<file path="config.mk">
export PLATFORM = sky130hd
export DESIGN_NAME = pwm_capture
export DESIGN_NICKNAME = d
export VERILOG_FILES = /design/src/rtl/pwm_pkg.sv /design/src/rtl/seq_divider.sv /design/src/rtl/pwm_capture.sv
export SDC_FILE = /design/constraint.sdc
export NUM_CORES = 1
export LEC_CHECK = 0
export ABC_AREA = 1
export CAP_MARGIN = 40
export CORE_MARGIN = 4
export CORE_UTILIZATION = 45
export CTS_CLUSTER_SIZE = 28
export DETAILED_ROUTE_END_ITERATION = 16
export GPL_ROUTABILITY_DRIVEN = 0
export GPL_TIMING_DRIVEN = 1
export HOLD_SLACK_MARGIN = 0.05
export SYNTH_ARGS = -nofsm -noshare
export SYNTH_HDL_FRONTEND = slang
export SYNTH_SLANG_ARGS = --single-unit
</file>
<file path="constraint.sdc">
create_clock -name clk -period 7.3 [get_ports clk]
set_input_delay 0.73 -clock clk [delete_from_list [all_inputs] [get_ports clk]]
set_output_delay 0.73 -clock clk [all_outputs]
set_load 0.01 [all_outputs]
</file>
<file path="src/rtl/pwm_pkg.sv">
// rtl/pwm_pkg.sv - shared types and constants for the PWM driver/capture pair
// Contents:
//   cap_state_t  capture FSM states
//   DUTY_W       width of the duty/cutoff scale (0..255)
package pwm_pkg;

    typedef enum logic [1:0] {
        IDLE,
        MEAS_HIGH,
        MEAS_LOW
    } cap_state_t;

    localparam int DUTY_W = 8;

endpackage

</file>
<file path="src/rtl/seq_divider.sv">
// rtl/seq_divider.sv - restoring divider, one quotient bit per clock
// Ports:
//   clk, rst_i          clock, asynchronous active-high reset
//   start_i             load operands when idle; ignored while busy
//   dividend_i [N_W]    numerator
//   divisor_i  [D_W]    denominator, must be non-zero
//   busy_o              division in progress
//   done_o              1-cycle pulse, quotient_o valid this cycle
//   quotient_o [N_W]    floor(dividend/divisor)
module seq_divider #(
    parameter int N_W = 24,
    parameter int D_W = 16
) (
    input  logic           clk,
    input  logic           rst_i,
    input  logic           start_i,
    input  logic [N_W-1:0] dividend_i,
    input  logic [D_W-1:0] divisor_i,
    output logic           busy_o,
    output logic           done_o,
    output logic [N_W-1:0] quotient_o
);

    localparam int C_W = $clog2(N_W + 1);

    logic           busy_q, busy_d;
    logic           done_q, done_d;
    logic [C_W-1:0] cnt_q, cnt_d;
    logic [N_W-1:0] quo_q, quo_d;
    logic [D_W-1:0] rem_q, rem_d;
    logic [D_W-1:0] dvs_q, dvs_d;
    logic [D_W:0]   rem_shift;

    // quo_q starts as the dividend and is shifted out MSB-first into the
    // partial remainder while quotient bits shift in from the bottom.
    // One extra cycle after the last iteration raises done.
    always_comb begin
        busy_d    = busy_q;
        done_d    = 1'b0;
        cnt_d     = cnt_q;
        quo_d     = quo_q;
        rem_d     = rem_q;
        dvs_d     = dvs_q;
        rem_shift = {rem_q, quo_q[N_W-1]};
        if (busy_q) begin
            if (cnt_q != '0) begin
                cnt_d = cnt_q - C_W'(1);
                if (rem_shift >= {1'b0, dvs_q}) begin
                    rem_d = D_W'(rem_shift - {1'b0, dvs_q});
                    quo_d = {quo_q[N_W-2:0], 1'b1};
                end else begin
                    rem_d = rem_shift[D_W-1:0];
                    quo_d = {quo_q[N_W-2:0], 1'b0};
                end
            end else begin
                busy_d = 1'b0;
                done_d = 1'b1;
            end
        end else if (start_i) begin
            busy_d = 1'b1;
            cnt_d  = C_W'(N_W);
            quo_d  = dividend_i;
            rem_d  = '0;
            dvs_d  = divisor_i;
        end
    end

    always_ff @(posedge clk or posedge rst_i) begin
        if (rst_i) begin
            busy_q <= 1'b0;
            done_q <= 1'b0;
            cnt_q  <= '0;
            quo_q  <= '0;
            rem_q  <= '0;
            dvs_q  <= '0;
        end else begin
            busy_q <= busy_d;
            done_q <= done_d;
            cnt_q  <= cnt_d;
            quo_q  <= quo_d;
            rem_q  <= rem_d;
            dvs_q  <= dvs_d;
        end
    end

    assign busy_o     = busy_q;
    assign done_o     = done_q;
    assign quotient_o = quo_q;

endmodule

</file>
<file path="src/rtl/pwm_capture.sv">
// rtl/pwm_capture.sv - measures high time, period and duty of an incoming PWM line
// Ports:
//   clk, reset      clock, asynchronous active-high reset
//   enable          0 holds the FSM in IDLE with counters cleared; outputs hold
//   pwm_in          asynchronous PWM input
//   high_count      high cycles of last complete period
//   period_count    rise-to-rise cycles of last complete period
//   duty_value      floor(high*256/period), saturated to 255
//   sample_valid    1-cycle pulse when the three results update
//   stuck           line has had no edge for TIMEOUT cycles
//   stuck_level     synchronized line level while stuck
//   overrun         sticky: a period completed while the divider was busy
module pwm_capture
    import pwm_pkg::*;
#(
    parameter int CNT_W       = 16,
    parameter int TIMEOUT     = 16'hFFFF,
    parameter int SYNC_STAGES = 2
) (
    input  logic              clk,
    input  logic              reset,
    input  logic              enable,
    input  logic              pwm_in,
    output logic [CNT_W-1:0]  high_count,
    output logic [CNT_W-1:0]  period_count,
    output logic [DUTY_W-1:0] duty_value,
    output logic              sample_valid,
    output logic              stuck,
    output logic              stuck_level,
    output logic              overrun
);

    localparam int TO_W = $clog2(TIMEOUT + 1);
    localparam int Q_W  = CNT_W + DUTY_W;

    function automatic logic [CNT_W-1:0] sat_inc(input logic [CNT_W-1:0] v);
        return (&v) ? v : v + CNT_W'(1);
    endfunction

    logic [SYNC_STAGES-1:0] sync_q;
    logic                   prev_q;
    logic                   sync_lvl, rise, fall, any_edge;

    cap_state_t             state_q, state_d;
    logic [CNT_W-1:0]       hi_q, hi_d, per_q, per_d;
    logic                   meas_done;

    logic [TO_W-1:0]        idle_q, idle_d;
    logic                   timeout_hit;

    logic                   div_busy, div_done;
    logic [Q_W-1:0]         div_quo;
    logic [CNT_W-1:0]       hi_lat_q, hi_lat_d, per_lat_q, per_lat_d;
    logic [DUTY_W-1:0]      duty_sat;

    logic [CNT_W-1:0]       hc_q, hc_d, pc_q, pc_d;
    logic [DUTY_W-1:0]      duty_q, duty_d;
    logic                   valid_q, valid_d;
    logic                   stuck_q, stuck_d, lvl_q, lvl_d;
    logic                   pend_q, pend_d;
    logic                   ovr_q, ovr_d;

    assign sync_lvl = sync_q[SYNC_STAGES-1];
    assign rise     = sync_lvl & ~prev_q;
    assign fall     = ~sync_lvl & prev_q;
    assign any_edge = rise | fall;

    // Fires once per stuck episode; stuck_q blocks re-triggering until an edge.
    assign timeout_hit = enable && !any_edge && !stuck_q &&
                         (idle_q == TO_W'(TIMEOUT - 1));

    always_comb begin
        idle_d = idle_q;
        if (!enable || any_edge) begin
            idle_d = '0;
        end else if (idle_q != TO_W'(TIMEOUT)) begin
            idle_d = idle_q + TO_W'(1);
        end
    end

    // Counters include the rise cycle itself, so a rise-to-rise span of N
    // clocks reports N; the fall cycle already belongs to the low phase.
    always_comb begin
        state_d   = state_q;
        hi_d      = hi_q;
        per_d     = per_q;
        meas_done = 1'b0;
        if (!enable || timeout_hit) begin
            state_d = IDLE;
            hi_d    = '0;
            per_d   = '0;
        end else begin
            case (state_q)
                IDLE: begin
                    if (rise) begin
                        state_d = MEAS_HIGH;
                        hi_d    = CNT_W'(1);
                        per_d   = CNT_W'(1);
                    end
                end
                MEAS_HIGH: begin
                    per_d = sat_inc(per_q);
                    if (fall) begin
                        state_d = MEAS_LOW;
                    end else begin
                        hi_d = sat_inc(hi_q);
                    end
                end
                MEAS_LOW: begin
                    if (rise) begin
                        meas_done = 1'b1;
                        state_d   = MEAS_HIGH;
                        hi_d      = CNT_W'(1);
                        per_d     = CNT_W'(1);
                    end else begin
                        per_d = sat_inc(per_q);
                    end
                end
                default: state_d = IDLE;
            endcase
        end
    end

    seq_divider #(
        .N_W(Q_W),
        .D_W(CNT_W)
    ) u_div (
        .clk        (clk),
        .rst_i      (reset),
        .start_i    (meas_done),
        .dividend_i ({hi_q, {DUTY_W{1'b0}}}),
        .divisor_i  (per_q),
        .busy_o     (div_busy),
        .done_o     (div_done),
        .quotient_o (div_quo)
    );

    assign duty_sat = (|div_quo[Q_W-1:DUTY_W]) ? {DUTY_W{1'b1}} : div_quo[DUTY_W-1:0];

    // The divider only reports the quotient, so the operands are kept here
    // for the matching high/period outputs.
    always_comb begin
        hi_lat_d  = hi_lat_q;
        per_lat_d = per_lat_q;
        ovr_d     = ovr_q;
        if (meas_done) begin
            if (div_busy) begin
                ovr_d = 1'b1;
            end else begin
                hi_lat_d  = hi_q;
                per_lat_d = per_q;
            end
        end
    end

    always_comb begin
        stuck_d = stuck_q;
        lvl_d   = lvl_q;
        if (any_edge) begin
            stuck_d = 1'b0;
            lvl_d   = 1'b0;
        end else if (timeout_hit) begin
            stuck_d = 1'b1;
            lvl_d   = sync_lvl;
        end
    end

    // A divider result wins the output registers; a stuck report that
    // collides with it is parked in pend_q and emitted the next cycle.
    always_comb begin
        hc_d    = hc_q;
        pc_d    = pc_q;
        duty_d  = duty_q;
        valid_d = 1'b0;
        pend_d  = pend_q;
        if (div_done) begin
            hc_d    = hi_lat_q;
            pc_d    = per_lat_q;
            duty_d  = duty_sat;
            valid_d = 1'b1;
            pend_d  = pend_q | timeout_hit;
        end else if (timeout_hit || pend_q) begin
            hc_d    = '0;
            pc_d    = '0;
            duty_d  = (timeout_hit ? sync_lvl : lvl_q) ? {DUTY_W{1'b1}} : '0;
            valid_d = 1'b1;
            pend_d  = 1'b0;
        end
    end

    always_ff @(posedge clk or posedge reset) begin
        if (reset) begin
            sync_q    <= '0;
            prev_q    <= 1'b0;
            state_q   <= IDLE;
            hi_q      <= '0;
            per_q     <= '0;
            idle_q    <= '0;
            hi_lat_q  <= '0;
            per_lat_q <= '0;
            hc_q      <= '0;
            pc_q      <= '0;
            duty_q    <= '0;
            valid_q   <= 1'b0;
            stuck_q   <= 1'b0;
            lvl_q     <= 1'b0;
            pend_q    <= 1'b0;
            ovr_q     <= 1'b0;
        end else begin
            sync_q    <= {sync_q[SYNC_STAGES-2:0], pwm_in};
            prev_q    <= sync_lvl;
            state_q   <= state_d;
            hi_q      <= hi_d;
            per_q     <= per_d;
            idle_q    <= idle_d;
            hi_lat_q  <= hi_lat_d;
            per_lat_q <= per_lat_d;
            hc_q      <= hc_d;
            pc_q      <= pc_d;
            duty_q    <= duty_d;
            valid_q   <= valid_d;
            stuck_q   <= stuck_d;
            lvl_q     <= lvl_d;
            pend_q    <= pend_d;
            ovr_q     <= ovr_d;
        end
    end

    assign high_count   = hc_q;
    assign period_count = pc_q;
    assign duty_value   = duty_q;
    assign sample_valid = valid_q;
    assign stuck        = stuck_q;
    assign stuck_level  = lvl_q;
    assign overrun      = ovr_q;

endmodule

</file>
# Word level (Yosys, flattened, before mapping)
# Index checks and enable logic that the tools add are counted.
[op_classes]
bitwise = 7
n_lt_le_gt_ge = 1
muxes = 49
n_addsub = 5
eq_ne = 10
n_reduce_logical = 27
[op_table]
columns = ["cell", "n"]
rows = [
  ["$mux W16", 16],
  ["$mux W24", 3],
  ["$add A16 B1 Y16 const B", 3],
  ["$pmux W16 S3", 1],
  ["$mux W8", 4],
  ["$pmux W16 S2", 1],
  ["$reduce_and A16 Y1", 2],
  ["$ge A17 B16 Y1", 1],
  ["$mux W1", 17],
  ["$eq A16 B16 Y1 const B", 1],
  ["$ne A16 B16 Y1 const B", 1],
  ["$reduce_or A16 Y1", 1],
  ["$sub A16 B16 Y16", 1],
  ["$mux W5", 3],
  ["$ne A3 B3 Y1 const B", 4],
  ["$reduce_and A2 Y1", 5],
  ["$reduce_bool A2 Y1", 4],
  ["$mux W2", 3],
  ["$reduce_bool A5 Y1", 1],
  ["$sub A5 B1 Y5 const B", 1],
  ["$pmux W2 S2", 1],
  ["$reduce_and A4 Y1", 1],
  ["$reduce_bool A4 Y1", 1],
  ["$logic_and A1 B1 Y1", 3],
  ["other kinds (12)", 20],
]
[word_totals]
input_bits = 4
word_cells = 120
out_inout_bits = 44
ff_bits = 177

# Depth between registers and ports, before layout
# Gate-level depths: netlist of run 1.
[depth]
word_depth = 11
ltp_mapped = 14
mapped_depth_nobuf = 14

# Hierarchy
# Synthesis of run 1 repeated with hierarchy kept, for this count alone.
[hier_totals]
hier_cells = 1297
hier_area_um2 = 10262.3
[by_module_without_submodules]
columns = ["mod", "area_per_inst_um2", "seq_area_each_um2", "instances", "cells_each"]
rows = [
  ["pwm_capture", 6293.5, 3253.1, 1, 757],
  ["seq_divider", 3968.8, 1576.5, 1, 540],
]

# Worst setup path after synthesis of run 1
# OpenSTA, ideal clock, no wires.
[synth_timing]
path_kind = "input to register"
start = "in enable"
end = "reg hi_q[0]"
arrival_ns = 1.745
slack_ns = 5.432
t_required_ns = 7.177
n_path_buf = 1
stages = 12
setup_ns = 0.123
cell_sequence = "nand2_2 inv_2 nand3_2 nor2_4 nand2_2 nand2_1 nor2_1 nand2_1 nand2_2 buf_6 nand2_1 o21ai_2"
[synth_between]
elab_chain_cells = 6
word_cells_on_any_way = 11
cone_classes = "eq/ne: 3; mux: 1; reduce/logical: 7"
[synth_rtl]
columns = ["item", "line_no", "source"]
rows = [
  ["start, declared", "pwm_capture.sv:22", "input logic enable,"],
  ["$logic_and A1 B1 Y1 (3 in series)", "pwm_capture.sv:69", "assign timeout_hit = enable && !any_edge && !stuck_q &&"],
  ["$logic_or A1 B1 Y1 *", "pwm_capture.sv:88", "if (!enable || timeout_hit) begin"],
  ["$ne A3 B3 Y1 (no line), or another cell as far along", "--", ""],
  ["$reduce_and A4 Y1 (no line)", "--", ""],
  ["end signal, assigned", "pwm_capture.sv:213", "hi_q <= hi_d;"],
  ["end, declared", "pwm_capture.sv:45", "logic [CNT_W-1:0] hi_q, hi_d, per_q, per_d;"],
]
# Mark *: on every way between the ends. The rest lies on a longest branch, timed or not.
# A chain may end at the register's enable or synchronous reset.

# Worst setup path in the final report of run 1
[layout_timing]
start = "in enable"
end = "reg u_div.quo_q[17], in the netlist u_div.quotient_o[17]"
[layout_between]
elab_chain_cells = 7
word_cells_on_any_way = 8
cone_classes = "mux: 1; reduce/logical: 7"
[layout_rtl]
columns = ["item", "line_no", "source"]
rows = [
  ["$logic_and A1 B1 Y1 (3 in series)", "pwm_capture.sv:69", ""],
  ["$logic_or A1 B1 Y1 *", "pwm_capture.sv:88", ""],
  ["$mux W1 *", "pwm_capture.sv:88", ""],
  ["$reduce_bool A2 Y1 (no line) *", "--", ""],
  ["$reduce_and A2 Y1 (no line) *", "--", ""],
  ["end signal, assigned", "seq_divider.sv:80", "quo_q <= quo_d;"],
  ["end, declared", "seq_divider.sv:29", "logic [N_W-1:0] quo_q, quo_d;"],
]
# Marked as above.

==> impl_metrics.toml, run 1 <==
[power]
pwr-share-comb = 0.313
ir_worst_vdd_mv = 0.183
p_sw_frac = 0.362
pwr_density_cell_mw_per_mm2 = 284
total_power_mw = 3.07
p_leak_nw = 5.25
p_switching_mw = 1.11
seqPwrFrac = 0.391
power.internal_mw = 1.96
power_frac_clock = 0.296

[placed_design]
portBuffers = 47
hpwlAfterDp_mm = 15.8

[worst_setup_path]
cp-end-kind = "register"
crit_type = "input pin to register"
slowest_stage = "clkdlybuf4s50_1"
timing.critical_path.buf_inv = 5
crit_chain = "clkdlybuf4s50_1 > nand2_2 > inv_2 > nand3_2 > nor2_4 > a21boi_2 > buf_4 > nand3_4 > buf_4 > buf_16 > nand2_2 > o21ai_0"
worst-path-max-fanout = 73
path_delay_family = "buffers and inverters"
r2r_cells = 13
critPathMaxStageDelay_ps = 560
worst_ep_arrival_time_ps = 3510
r2r_setup_slack_ps = 4220
worst-path-stages = 12
required_ps = 7640
startpoint_type = "input pin"

[grt]
grt_antenna_before_repair = 0
grt_remaining_overflow = 0
grt_start_max_net_pins = 74
grt_pass1_vias = 7483
grt_util_all_layers = 0.196
grt_first_pass_wirelength_mm = 38.4

[sta]
setup_viol_count_final = 0
period_share = 0.435
finalMaxSlewViolations = 0
skew_ps = 12.6
fmax_mhz = 315
hold_viol = 0
tns_ps = 0
worstMarginPinSlew_ps = 851
rsz0062_at_grt = "false"
fin_crit_ps = 3180
relSlewSlack = 0.426

[routing]
drt_pass1_iterations = 5
drtAntennaViolNets = 0
vias = 7977
dr.first_iter.drc_count = 504
drt-vias-per-instance = 5.12
drc_errors = 0
drt_wl_total_mm = 22.2
post_drt_wl_per_cell_um = 14.3

[hold_path]
hold_path_depth = 0
hold_class = "register to register"

[floorplan]
rows = 52
chipHeight_um = 154
core_area_mm2 = 0.0206
start_util = 0.463
die_w_um = 154
dieArea_mm2 = 0.0236
ios = 48

[cts]
clock-root-buffer = "clkbuf_16"
cts_hold_buf = 0
cts_tree = "done"
cts_buffer_depth = 2
numCtsBuffers = 17
post_cts_resized = 0
cts_sinks = 177
worstSkewPairLatency_ps = 430
post_cts_buffers = 0
cts.clk_slew.worst_paths_ps = 70
h-tree-depth = 4

[cells_and_area]
regArea_mm2 = 0.00443
drive_above_1_share = 0.0591
antenna_cells = 0
multi_input_area_mm2 = 0.00431
area_growth_pct = 13.5
n_fill_cell = 2072
final_nets = 1307

[logic_synthesis]
syn_nets = 1274
ys.flop_type = "dfrtp_1"
synth_seq_cells = 177
avgSynthCellArea_um2 = 7.68
ys_async_sr_fraction = 1.00
syn_area_mm2 = 0.00953
synth_area_leaders = "dfrtp_1, nand2_1, nand3_1"
yosys_warnings = 0
ys_seq_area_frac = 0.465
synth_edf_count = 0
yosysUniqueCellTypes = 36
synthCells = 1241
yosysTopAreaCellShare = 0.465
synth_top_cell_by_area = "dfrtp_1"

[flow_run]
drv_cap = 0

[status]
status = "completed"
final timing paths:
| kind | endpoint | startpoint |
|---|---|---|
| max in group asynchronous | u_div.dvs_q[11] | reset |
| setup / recovery | u_div.quotient_o[17] | enable |
| hold reg to reg | sync_q[1] | sync_q[0] |
| min in group asynchronous | high_count[3] | reset |
| hold / removal | sync_q[1] | sync_q[0] |
| setup reg to reg | u_div.quotient_o[17] | sync_q[1] |
cells in the mapped netlist, drive strengths merged, types with 8 or more instances:
| cell | count |
|---|---|
| nand3b | 13 |
| o21ai | 123 |
| nand4 | 37 |
| dfrtp | 177 |
| buf | 27 |
| a21oi | 24 |
| a22o | 17 |
| xnor2 | 8 |
| clkbuf | 16 |
| inv | 154 |
| nor3 | 11 |
| nand3 | 117 |
| nor2 | 84 |
| ha | 28 |
| nand2 | 380 |
sequential cells by signal, indices dropped and copies added (netlist names), 2 cells and up:
register and cells:
state_q 2, idle_q 16, u_div.cnt_q 5, sync_q 2, u_div.quotient_o 24, high_count 16, period_count 16, per_q 16
hi_q 16, hi_lat_q 16, u_div.dvs_q 16, duty_value 8, u_div.rem_q 16
cell usage in the layout (no fill, tap or decap), types with 24 or more instances in the layout:
master           instances
nand2_1                375
dfrtp_1                177
inv_1                  151
nand3_1                114
o21ai_0                107
nor2_1                  82
clkdlybuf4s50_1         47
nand4_1                 37
ha_1                    28
a21oi_1                 24
power groups by stage:
stage / clock network [mW] / logic, mW / registers, mW
global route: 0.975 / 1.11 / 1.22
CTS: 0.931 / 0.966 / 1.20
finish: 0.908 / 0.959 / 1.20
detailed placement: 0 / 0.961 / 1.22
global placement: 0 / 0.945 / 1.22
floorplan: 0 / 0.713 / 1.21
per-stage QoR:
stage,std cells,hold slack (ps),util,area (um2),setup WS [ps]
CTS,1557,362,0.526,10800,4140
global placement,1524,343,0.496,10200,3450
detailed placement,1525,341,0.498,10200,3710
finish,1557,361,0.526,10800,4120
global route,1557,365,0.526,10800,3830
floorplan,1241,331,-,9530,1770
worst register-to-register path, cell delays in order (launching register included):
cell	delay (ps)
dfrtp_1	390
inv_1	60
ha_1	340
nand2_2	160
inv_2	210
nand3_2	110
nor2_4	140
a21boi_2	60
buf_4	220
nand3_4	90
buf_4	280
buf_16	310
nand2_2	350
o21ai_0	280
area by class of cell:
| type | instances | area share |
|---|---|---|
| Clock buffer | 18 | 0.0406 |
| Clock inverter | 14 | 0.0136 |
| Inverter | 155 | 0.0542 |
| Multi-Input combinational cell | 866 | 0.399 |
| Sequential cell | 177 | 0.409 |
| Tap cell | 270 | 0.0312 |
| Timing Repair Buffer | 57 | 0.0523 |
cells by family (layout without fill, tap and decap cells):
logic type / Yosys count / count (layout) / share of synthesized area
AND/OR/NAND/NOR: 651 / 651 / 0.294
adder cells (fa/ha/maj): 29 / 29 / 0.0389
AO/OA/AOI/OAI: 173 / 173 / 0.106
flip-flops: 177 / 177 / 0.465
XOR/XNOR: 13 / 13 / 0.0120
buffers and inverters: 198 / 244 / 0.0839
layer usage:
metal | track usage | vias to the layer above | wire length [um]
met4 | 0.0421 | 0 | 165
met3 | 0.0320 | 13 | 662
met5 | 0 | - | 0
met1 | 0.299 | 3749 | 11400
li1 | - | 4091 | -
met2 | 0.298 | 124 | 9990
No activity file was read; power rests on OpenSTA's default activity.
==> inputs of run 2 (changes only) <==
==> constraint.sdc (replaced) <==
create_clock -name clk -period 2.95 [get_ports clk]
set_input_delay 0.295 -clock clk [delete_from_list [all_inputs] [get_ports clk]]
set_output_delay 0.295 -clock clk [all_outputs]
set_load 0.01 [all_outputs]
==> run 2 against run 1 <==
Against the previous run: worst setup slack got worse by 3700 ps; total power is 150% higher; routed wire length increased by 3.6%; sequential power up 150%; final area up 0.42%; sequential cell count stayed put; die area did not move; count of clock-buffer cells in the layout decreased by 1; global-route usage rose by 0.27 points; largest cell class unchanged; highest routed layer unchanged.
==> impl_metrics.toml, run 2 (synthesis gave the netlist of run 1 again) <==
[sta]
worstMarginPinSlew_ps = 753
hold_viol = 0
finalMaxSlewViolations = 0
rsz0062_at_grt = "false"
tns_ps = 0
relSlewSlack = 0.497
setup_viol_count_final = 0
fin_crit_ps = 2510
fmax_mhz = 398
period_share = 0.852
holdWs_ps = 121
skew_ps = 10.5

[cts]
worstSkewPairLatency_ps = 430
clock-root-buffer = "clkbuf_16"
post_cts_buffers = 0
cts_tree = "done"
cts_sinks = 177
cts_hold_buf = 0
numCtsBuffers = 17
cts.clk_slew.worst_paths_ps = 70
cts_buffer_depth = 2
post_cts_resized = 0
h-tree-depth = 4

[cells_and_area]
design_area_mm2 = 0.0109
finalNonFillerCells = 1564
final_nets = 1314
drive_above_1_share = 0.0641
layout_common_cells = "nand2_1, dfrtp_1, inv_1, nand3_1, o21ai_0"
largest_register_ffs = 24
antenna_cells = 0
final_common_cell = "nand2_1"
area_growth_pct = 14.0

[worst_setup_path]
worst_ep_arrival_time_ps = 2800
path_delay_family = "simple AND/OR/NAND/NOR gates"
slowest_stage = "nand2_2"
r2r_setup_slack_ps = 440
r2r_cells = 10
crit_type = "register to register"
crit_chain = "inv_1 > ha_1 > nand2_2 > inv_2 > nand3_2 > nor2_4 > a21boi_2 > nand3_4 > nand2_2 > o21ai_0"
worst-path-max-fanout = 26
crit_top_cell = "nand2_2"
critPathMaxStageDelay_ps = 430
startpoint_type = "register"
cp-end-kind = "register"
timing.critical_path.buf_inv = 2
worst-path-stages = 10
required_ps = 3240

[status]
status = "completed"

[placed_design]
place_inst = 1532
hpwlAfterDp_mm = 16.5
portBuffers = 47
placed_area_mm2 = 0.0103

[floorplan]
core_area_mm2 = 0.0206
rows = 52
start_util = 0.463
chipHeight_um = 154
dieArea_mm2 = 0.0236
ios = 48
die_w_um = 154

[routing]
dr.first_iter.drc_count = 519
drt-vias-per-instance = 5.21
vias = 8150
drtAntennaViolNets = 0
post_drt_wl_per_cell_um = 14.7
drt_wl_total_mm = 23.0
drc_errors = 0
drt_pass1_iterations = 5

[grt]
grt_pass1_vias = 7697
grt_antenna_before_repair = 0
grt_remaining_overflow = 0
grt_first_pass_wirelength_mm = 38.8
grt_start_max_net_pins = 72
grt_util_all_layers = 0.199

[hold_path]
hold_class = "input pin to async pin"

[power]
ir_worst_vdd_mv = 0.412
total_power_mw = 7.63
pwr_density_cell_mw_per_mm2 = 703
p_leak_nw = 5.26

[flow_run]
drv_cap = 0
[run 2: cell count changes in the layout (fill, tap and decap cells not counted), sizes merged]
cell,previous run,this run
bufinv,1,0
clkbuf,18,17
inv,161,162
clkinvlp,2,5
buf,10,17
clkinv,5,3
[run 2: cell type report]
class                      count  area [um2]
fill                        2036        9700
sequential                   177        4430
multi-input combinational    866        4310
timing repair buffer          64         636
inverter                     155         586
clock buffer                  17         425
tap                          270         338
clock inverter                15         138
[run 2: report_power, final]
group          internal (mW)  leakage [nW]  switching [mW]
Sequential              2.74          2.31           0.230
Combinational          0.933          2.68            1.53
Clock                   1.12         0.266            1.08
[run 2: path summary, 6_finish.rpt]
check	from	to
min in group clk	pwm_in	sync_q[0]
min	reset	high_count[4]
max in group asynchronous	reset	u_div.rem_q[8]
min reg2reg	sync_q[0]	sync_q[1]
max reg2reg	sync_q[1]	u_div.quotient_o[16]
max	sync_q[1]	u_div.quotient_o[16]
[run 2: worst reg2reg max path: stages (launching register included)]
cell and delay [ps]:
dfrtp_1 400, inv_1 60, ha_1 340, nand2_2 170
inv_2 130, nand3_2 100, nor2_4 50, a21boi_2 240
nand3_4 290, nand2_2 440, o21ai_0 150
[run 2: layer usage]
metal | global-route usage | vias up | share of wire
li1 | - | 4103 | -
met1 | 0.287 | 3843 | 0.48
met2 | 0.308 | 174 | 0.45
met3 | 0.0408 | 30 | 0.049
met4 | 0.0534 | 0 | 0.016
met5 | 0 | - | 0
[run 2: per-stage QoR]
step / worst slack (ps) / utilization
4_1_cts: 418 / 0.528
6_report: 437 / 0.528
3_3_place_gp: 436 / 0.501
3_5_place_dp: 373 / 0.501
2_1_floorplan: 388 / -
5_1_grt: 169 / 0.528
